$ cat src/rtl/clock_pkg.sv
// clock_pkg: mode encoding and BCD field limits shared by the time-of-day logic.
package clock_pkg;
    typedef enum logic [1:0] {
        MODE_RUN     = 2'b00,
        MODE_SET_HR  = 2'b01,
        MODE_SET_MIN = 2'b10
    } mode_t;
    localparam logic [7:0] MAX_SEC = 8'h59;
    localparam logic [7:0] MAX_MIN = 8'h59;
    localparam logic [7:0] MAX_HR  = 8'h23;
endpackage

$ cat src/rtl/bcd_mod_counter.sv
// bcd_mod_counter: two-digit BCD counter wrapping at MAX, with carry on the wrapping increment.
module bcd_mod_counter #(
    parameter logic [7:0] MAX = 8'h59
) (
    input  logic       clk,
    input  logic       rst,
    input  logic       en,
    input  logic       clr,
    output logic [7:0] value,
    output logic       carry
);
    logic [7:0] nxt;
    always_comb nxt = (value == MAX) ? 8'h00 :
                      (value[3:0] == 4'd9) ? {value[7:4] + 4'd1, 4'd0} :
                      {value[7:4], value[3:0] + 4'd1};
    assign carry = en && value == MAX;
    always_ff @(posedge clk or posedge rst)
        if (rst)
            value <= 8'h00;
        else if (clr)
            value <= 8'h00;
        else if (en)
            value <= nxt;
endmodule

$ cat src/rtl/time_keeper.sv
// time_keeper: BCD time of day advanced by the 1 Hz tick, with key-driven hour/minute setting and auto-repeat.
module time_keeper
    import clock_pkg::*;
#(
    parameter int SYNC_STAGES  = 2,
    parameter int REPEAT_DELAY = 2
) (
    input  logic       _1kHzIN,
    input  logic       Reset,
    input  logic       _1Hz,
    input  logic       ModeKey,
    input  logic       UpKey,
    output logic [7:0] Hour,
    output logic [7:0] Minute,
    output logic [7:0] Second,
    output logic [1:0] Mode,
    output logic       Tick
);
    logic [SYNC_STAGES-1:0] hz_sync, mode_sync, up_sync;
    logic       hz_d, mode_d, up_d;
    logic       hz_s, mode_s, up_s;
    logic       hz_rise, mode_rise, up_rise;
    logic [7:0] hold_cnt;
    mode_t      mode;
    logic       run, inc, sec_carry, min_carry, day_carry_unused;

    assign hz_s      = hz_sync[SYNC_STAGES-1];
    assign mode_s    = mode_sync[SYNC_STAGES-1];
    assign up_s      = up_sync[SYNC_STAGES-1];
    assign hz_rise   = hz_s & ~hz_d;
    assign mode_rise = mode_s & ~mode_d;
    assign up_rise   = up_s & ~up_d;
    assign run       = mode == MODE_RUN;
    // A mode change in the same cycle swallows any pending adjust increment
    assign inc  = ~run & ~mode_rise &
                  (up_rise | (up_s & Tick & hold_cnt == 8'(REPEAT_DELAY)));
    assign Mode = mode;

    always_ff @(posedge _1kHzIN or posedge Reset)
        if (Reset) begin
            hz_sync   <= '0;
            mode_sync <= '0;
            up_sync   <= '0;
            hz_d      <= 1'b0;
            mode_d    <= 1'b0;
            up_d      <= 1'b0;
            Tick      <= 1'b0;
            hold_cnt  <= 8'd0;
            mode      <= MODE_RUN;
        end else begin
            hz_sync   <= SYNC_STAGES'({hz_sync, _1Hz});
            mode_sync <= SYNC_STAGES'({mode_sync, ModeKey});
            up_sync   <= SYNC_STAGES'({up_sync, UpKey});
            hz_d      <= hz_s;
            mode_d    <= mode_s;
            up_d      <= up_s;
            Tick      <= hz_rise;
            hold_cnt  <= (!up_s || mode_rise) ? 8'd0 :
                         (Tick && hold_cnt != 8'(REPEAT_DELAY)) ? hold_cnt + 8'd1 : hold_cnt;
            mode      <= !mode_rise ? mode :
                         run ? MODE_SET_HR :
                         (mode == MODE_SET_HR) ? MODE_SET_MIN : MODE_RUN;
        end

    // Seconds hold at zero outside RUN; clear wins over a coincident tick but its carry still ripples
    bcd_mod_counter #(.MAX(MAX_SEC)) u_sec (
        .clk   (_1kHzIN),
        .rst   (Reset),
        .en    (run & Tick),
        .clr   (~run | mode_rise),
        .value (Second),
        .carry (sec_carry)
    );

    bcd_mod_counter #(.MAX(MAX_MIN)) u_min (
        .clk   (_1kHzIN),
        .rst   (Reset),
        .en    (run ? sec_carry : (mode == MODE_SET_MIN) & inc),
        .clr   (1'b0),
        .value (Minute),
        .carry (min_carry)
    );

    bcd_mod_counter #(.MAX(MAX_HR)) u_hr (
        .clk   (_1kHzIN),
        .rst   (Reset),
        .en    (run ? min_carry : (mode == MODE_SET_HR) & inc),
        .clr   (1'b0),
        .value (Hour),
        .carry (day_carry_unused)
    );
endmodule

$ cat config.mk
export PLATFORM = sky130hd
export DESIGN_NAME = time_keeper
export DESIGN_NICKNAME = d
export VERILOG_FILES = /design/src/rtl/clock_pkg.sv /design/src/rtl/bcd_mod_counter.sv /design/src/rtl/time_keeper.sv
export SDC_FILE = /design/constraint.sdc
export NUM_CORES = 1
export LEC_CHECK = 0
export ABC_AREA = 1
export CAP_MARGIN = 20
export CORE_AREA = 2 2 70 72
export CTS_BUF_LIST = sky130_fd_sc_hd__clkbuf_16
export CTS_CLUSTER_DIAMETER = 200
export DETAILED_ROUTE_END_ITERATION = 8
export DIE_AREA = 0 0 72 74
export MAX_ROUTING_LAYER = met4
export PLACE_DENSITY = 0.86
export SLEW_MARGIN = 15
export SYNTH_ARGS = -nofsm -noshare
export SYNTH_HDL_FRONTEND = slang
export SYNTH_HIERARCHICAL = 1
export SYNTH_SLANG_ARGS = --single-unit
$ cat constraint.sdc
create_clock -name _1kHzIN -period 2.8 [get_ports _1kHzIN]
set_input_delay 0.28 -clock _1kHzIN [delete_from_list [all_inputs] [get_ports _1kHzIN]]
set_output_delay 0.28 -clock _1kHzIN [all_outputs]
set_load 0.05 [all_outputs]
# Word level (Yosys, flattened, before mapping)
# Cells that the tools add are included.
[totals]
regBits = 44
[op_classes]
reduce_logical = 14
n_mux = 14
n_eq_ne = 10
bitwise_logic = 17
addsub = 7
[op_table]
columns = ["op", "n"]
rows = [
  ["$mux W8", 10],
  ["$add A4 B1 Y4 const B", 6],
  ["$eq A8 B7 Y1 const B", 2],
  ["$eq A4 B4 Y1 const B", 3],
  ["$and A1 B1 Y1", 10],
  ["$add A8 B1 Y8 const B", 1],
  ["$eq A8 B2 Y1 const B", 1],
  ["$eq A8 B6 Y1 const B", 1],
  ["$ne A8 B2 Y1 const B", 1],
  ["$reduce_bool A2 Y1", 4],
  ["$reduce_and A2 Y1", 3],
  ["$not A1 Y1", 5],
  ["$mux W2", 2],
  ["$logic_and A1 B1 Y1", 3],
  ["$reduce_bool A3 Y1", 1],
  ["$eq A2 B1 Y1 const B", 1],
  ["$eq A2 B2 Y1 const B", 1],
  ["$logic_not A2 Y1", 1],
  ["$mux W1", 2],
  ["$or A1 B1 Y1", 2],
  ["$logic_not A1 Y1", 1],
  ["$logic_or A1 B1 Y1", 1],
]

# Depth between registers and ports, before layout
# Gate-level depths: netlist of run 1.
[logic_depth]
ltp_word = 10
mapped_depth = 17

# Modules after synthesis
# Netlist of run 1, hierarchy kept.
[by_module_without_submodules]
columns = ["mod", "cells_per_inst", "seq_area_each_um2", "area_per_inst_um2", "instances"]
rows = [
  ["bcd_mod_counter (u_min ...)", 63, 200.2, 481.7, 2],
  ["time_keeper", 114, 500.5, 948.4, 1],
  ["bcd_mod_counter (u_hr)", 64, 200.2, 510.5, 1],
]

# Worst setup path after synthesis of run 1
# OpenSTA, ideal clock, no wires.
[synth_path]
kind = "reg-to-reg"
start = "register Tick"
end = "register u_hr.value[2]"
stages_incl_launch_ff = 16
t_arrival_ns = 2.465
setup_ns = 0.077
path_buffers = 0
slack_ns = 0.258
cell_sequence = "dfrtp_1 -> inv_1 -> nor3_1 -> nand3_2 -> nor2_1 -> nand2_1 -> nand2_1 -> nand3_2 -> nor2_1 -> nand2_1 -> nand2_1 -> inv_1 -> nand2_2 -> a21o_1 -> nand2_1 -> a21oi_1"
[synth_via]
elab_cells_between_ends = 11
classes_between = "mux: 2; bitwise: 7; reduce/logical: 2"
[synth_rtl]
columns = ["element", "line_no", "rtl"]
rows = [
  ["start, declared", "time_keeper.sv:17", "output logic Tick"],
  ["start signal, assigned", "time_keeper.sv:57", "Tick <= hz_rise;"],
  ["$and A1 B1 Y1", "time_keeper.sv:69", ".en (run & Tick),"],
  ["$logic_and A1 B1 Y1", "bcd_mod_counter.sv:16", "assign carry = en && value == MAX;"],
  ["named net sec_carry", "time_keeper.sv:25", "logic run, inc, sec_carry, min_carry, day_carry_unused;"],
  ["$mux W1", "time_keeper.sv:78", ".en (run ? sec_carry : (mode == MODE_SET_MIN) & inc),"],
  ["$logic_and A1 B1 Y1", "bcd_mod_counter.sv:16", ""],
  ["named net min_carry", "time_keeper.sv:25", ""],
  ["$mux W1", "time_keeper.sv:87", ".en (run ? min_carry : (mode == MODE_SET_HR) & inc),"],
  ["end signal, assigned", "bcd_mod_counter.sv:23", "value <= nxt;"],
  ["end, declared", "bcd_mod_counter.sv:9", "output logic [7:0] value,"],
]
# The timed path passes the listed nets, and every way through them passes these cells.
# A chain may end at the register's enable or synchronous reset.

# Worst setup path after layout of run 1
# Ends and elaborated chain as after synthesis.

==> results of run 1 <==
[sequential cells by signal (all words and copies together) (netlist names)]
register,cells
hold_cnt,8
u_hr/value,8
u_min/value,8
u_sec/value,8
Mode,2
hz_sync,2
mode_sync,2
up_sync,2
Tick,1
hz_d,1
mode_d,1
up_d,1
[placed cells by master (no fill, tap or decap)]
master           instances
o21ai_1                  3
o21bai_1                 3
or2_1                    2
o21ai_0                  3
nor3_1                   2
a21oi_1                  6
nand2_2                  4
nand2_4                  4
nand4_1                  5
clkbuf_16                5
nand2_1                102
nand3_1                 22
xor2_1                   4
clkinv_2                 1
bufinv_16                1
nor2_8                   2
dfrtp_1                 44
nor2_2                  11
nor2_1                  19
xnor2_1                  1
inv_2                    6
clkdlybuf4s50_1         31
a21o_1                   1
ha_1                    10
and3_1                   1
clkinv_1                 2
nor2_4                   3
inv_1                   36
nand3b_1                 1
o22ai_1                  3
conb_1                   5
nand3_2                  3
[layer usage]
| layer | GRT usage | vias to the layer above | wire length (um) | share of wire |
|---|---|---|---|---|
| met5 | - | - | 0 | 0 |
| li1 | - | 1019 | - | - |
| met4 | 0.0650 | 0 | 61 | 0.013 |
| met1 | 0.236 | 952 | 1940 | 0.41 |
| met3 | 0.0528 | 7 | 215 | 0.045 |
| met2 | 0.352 | 48 | 2510 | 0.53 |
[worst register-to-register path, cell delays in order (launching register included)]
cell,delay (ns)
dfrtp_1,0.36
inv_1,0.11
nor3_1,0.44
nand3_2,0.17
nor2_1,0.12
nand2_1,0.06
nand2_1,0.17
nand3_2,0.14
nor2_1,0.12
nand2_1,0.06
nand2_1,0.10
inv_1,0.05
nand2_2,0.15
a21o_1,0.13
nand2_1,0.05
a21oi_1,0.10
[metrics by stage]
step                      cell area, sq um  utilization  power (mW)
after floorplan                       2430            -       0.941
after global placement                2810        0.611        1.02
after detailed placement              2810        0.611        1.03
after CTS                             2980        0.647        1.68
after global routing                  2980        0.647        1.74
final                                 2980        0.647        1.67
[area by class of cell]
class | instances | area, sq um
multi-input combinational | 220 | 1170
timing repair buffer | 31 | 310
tap | 54 | 67.6
fill | 376 | 1620
clock inverter | 3 | 38.8
clock buffer | 5 | 125
sequential | 44 | 1100
inverter | 43 | 161
[worst max path at each step]
stage / cells past startpoint / endpoint
final: 15 / u_hr/value[2]$_DFFE_PP0P_
after global routing: 15 / u_hr/value[2]$_DFFE_PP0P_
after CTS: 15 / u_hr/value[2]$_DFFE_PP0P_
after detailed placement: 15 / u_hr/value[2]$_DFFE_PP0P_
after global placement: 15 / u_hr/value[2]$_DFFE_PP0P_
after floorplan: 15 / u_hr/value[2]$_DFFE_PP0P_
[power breakdown]
part,internal (mW),total [mW],switching [mW]
combinational,0.0959,0.322,0.227
sequential,0.666,0.697,0.0312
clock,0.416,0.646,0.231
==> results.json, run 1 <==
{
  "vias": 2026,
  "area_delta_synth_final_pct": 23.0,
  "yosys_warnings": 6,
  "cpLargestDelayFamily": "simple AND/OR/NAND/NOR gates",
  "cts_setup_buffers": 0,
  "critical_path_class": "reg2reg",
  "fin_nets": 360,
  "required_ns": 3.01,
  "reg2reg_depth": 15,
  "ctsHtreeMaxLevel": 2,
  "drt_iter0_markers": 167,
  "clock-sinks": 44,
  "critPathMaxStageDelay_ns": 0.44,
  "fin_tns_setup_ns": 0,
  "pin_count": 32,
  "rsz0062_at_grt": "false",
  "final-hold-violation-count": 0,
  "grt_pass1_vias": 1881,
  "cp_cell_sequence": "inv_1 -> nor3_1 -> nand3_2 -> nor2_1 -> nand2_1 -> nand2_1 -> nand3_2 -> nor2_1 -> nand2_1 -> nand2_1 -> inv_1 -> nand2_2 -> a21o_1 -> nand2_1 -> a21oi_1",
  "critical_path.slowest_cell": "nor3_1",
  "fin_crit_ns": 2.41,
  "cts_tree": "built",
  "syn-instance-count": 303,
  "irDropWorstVdd_v": 0.000444,
  "syn_area_sq_um": 2420,
  "cp-startpoint": "Tick$_DFF_PP0_",
  "dp_cells": 392,
  "place.gp.congestion": 0.820,
  "cp.arrival_ns": 2.62,
  "drc_errors": 0,
  "crit_path_start_kind": "flop",
  "cts-resized-gates": 0,
  "holdPathEnd": "up_sync[1]$_DFF_PP0_",
  "start_util": 0.526,
  "die_w_um": 72,
  "grt_overflow": 0,
  "drtPass1Iterations": 4,
  "r2r_start": "Tick$_DFF_PP0_",
  "wl_per_cell_um": 11.8,
  "drt-total-wl_mm": 4.73,
  "clkLatencyLatePin_ns": 0.28,
  "cellLeakagePower_nw": 1.50,
  "place_hpwl_mm": 3.51,
  "die_y_um": 74,
  "cp.buffers_inverters": 2,
  "r2r_slack_ns": 0.39,
  "worstPathMaxFanout": 7,
  "viasPerCell": 5.07,
  "diodes": 0,
  "io_buffer_count": 31,
  "slew_violations": 0,
  "hold_class": "reg2reg",
  "antenna_found_initial": 0,
  "crit_top_cell": "nand2_1",
  "hold_buffers": 0,
  "grt_max_degree": 21,
  "core-area_sq_um": 4600,
  "outcome": "complete, no violations",
  "drive_gt1_frac": 0.116,
  "fin_hold_ws_ns": 0.346,
  "finalClockSkew_ns": 0.00849,
  "finalSetupViolCount": 0,
  "place_ws_ns": 0.442,
  "relSlewSlack": 0.528,
  "min-delay-start": "up_sync[0]$_DFF_PP0_",
  "p_per_area_nw_per_um2": 560,
  "worst_pin_slew_ns": 0.707,
  "endpoint_kind": "flop",
  "synth_area_per_cell_sq_um": 7.98,
  "fin_cells": 400,
  "r2r_end": "u_hr/value[2]$_DFFE_PP0P_",
  "fin_crit_sh": 0.860,
  "maxCapViolCount": 0,
  "numCtsBuffers": 5,
  "hold_depth": 0,
  "clk_pin_slew_ns": 0.06,
  "final_antenna_net_count": 0,
  "fmax_ghz": 0.415,
  "grt_pass1_wl_mm": 8.20,
  "row_count": 25,
  "final.setup.worst_slack_ns": 0.393,
  "globalRouteTotalUtil": 0.205,
  "dieArea_sq_um": 5330,
  "cts_buffer_depth": 2,
  "root_buffer": "clkbuf_16"
}
No activity file was read; power rests on OpenSTA's default activity.
==> run 2: changes to the inputs <==
--- a/config.mk
+++ b/config.mk
@@ -10,6 +10,7 @@
 export CORE_AREA = 2 2 70 72
 export CTS_BUF_LIST = sky130_fd_sc_hd__clkbuf_16
 export CTS_CLUSTER_DIAMETER = 200
+export CTS_CLUSTER_SIZE = 8
 export DETAILED_ROUTE_END_ITERATION = 8
 export DIE_AREA = 0 0 72 74
 export MAX_ROUTING_LAYER = met4
==> results of run 2 <==
Same layout as run 1: the final DEF is identical, and so are final timing and power.
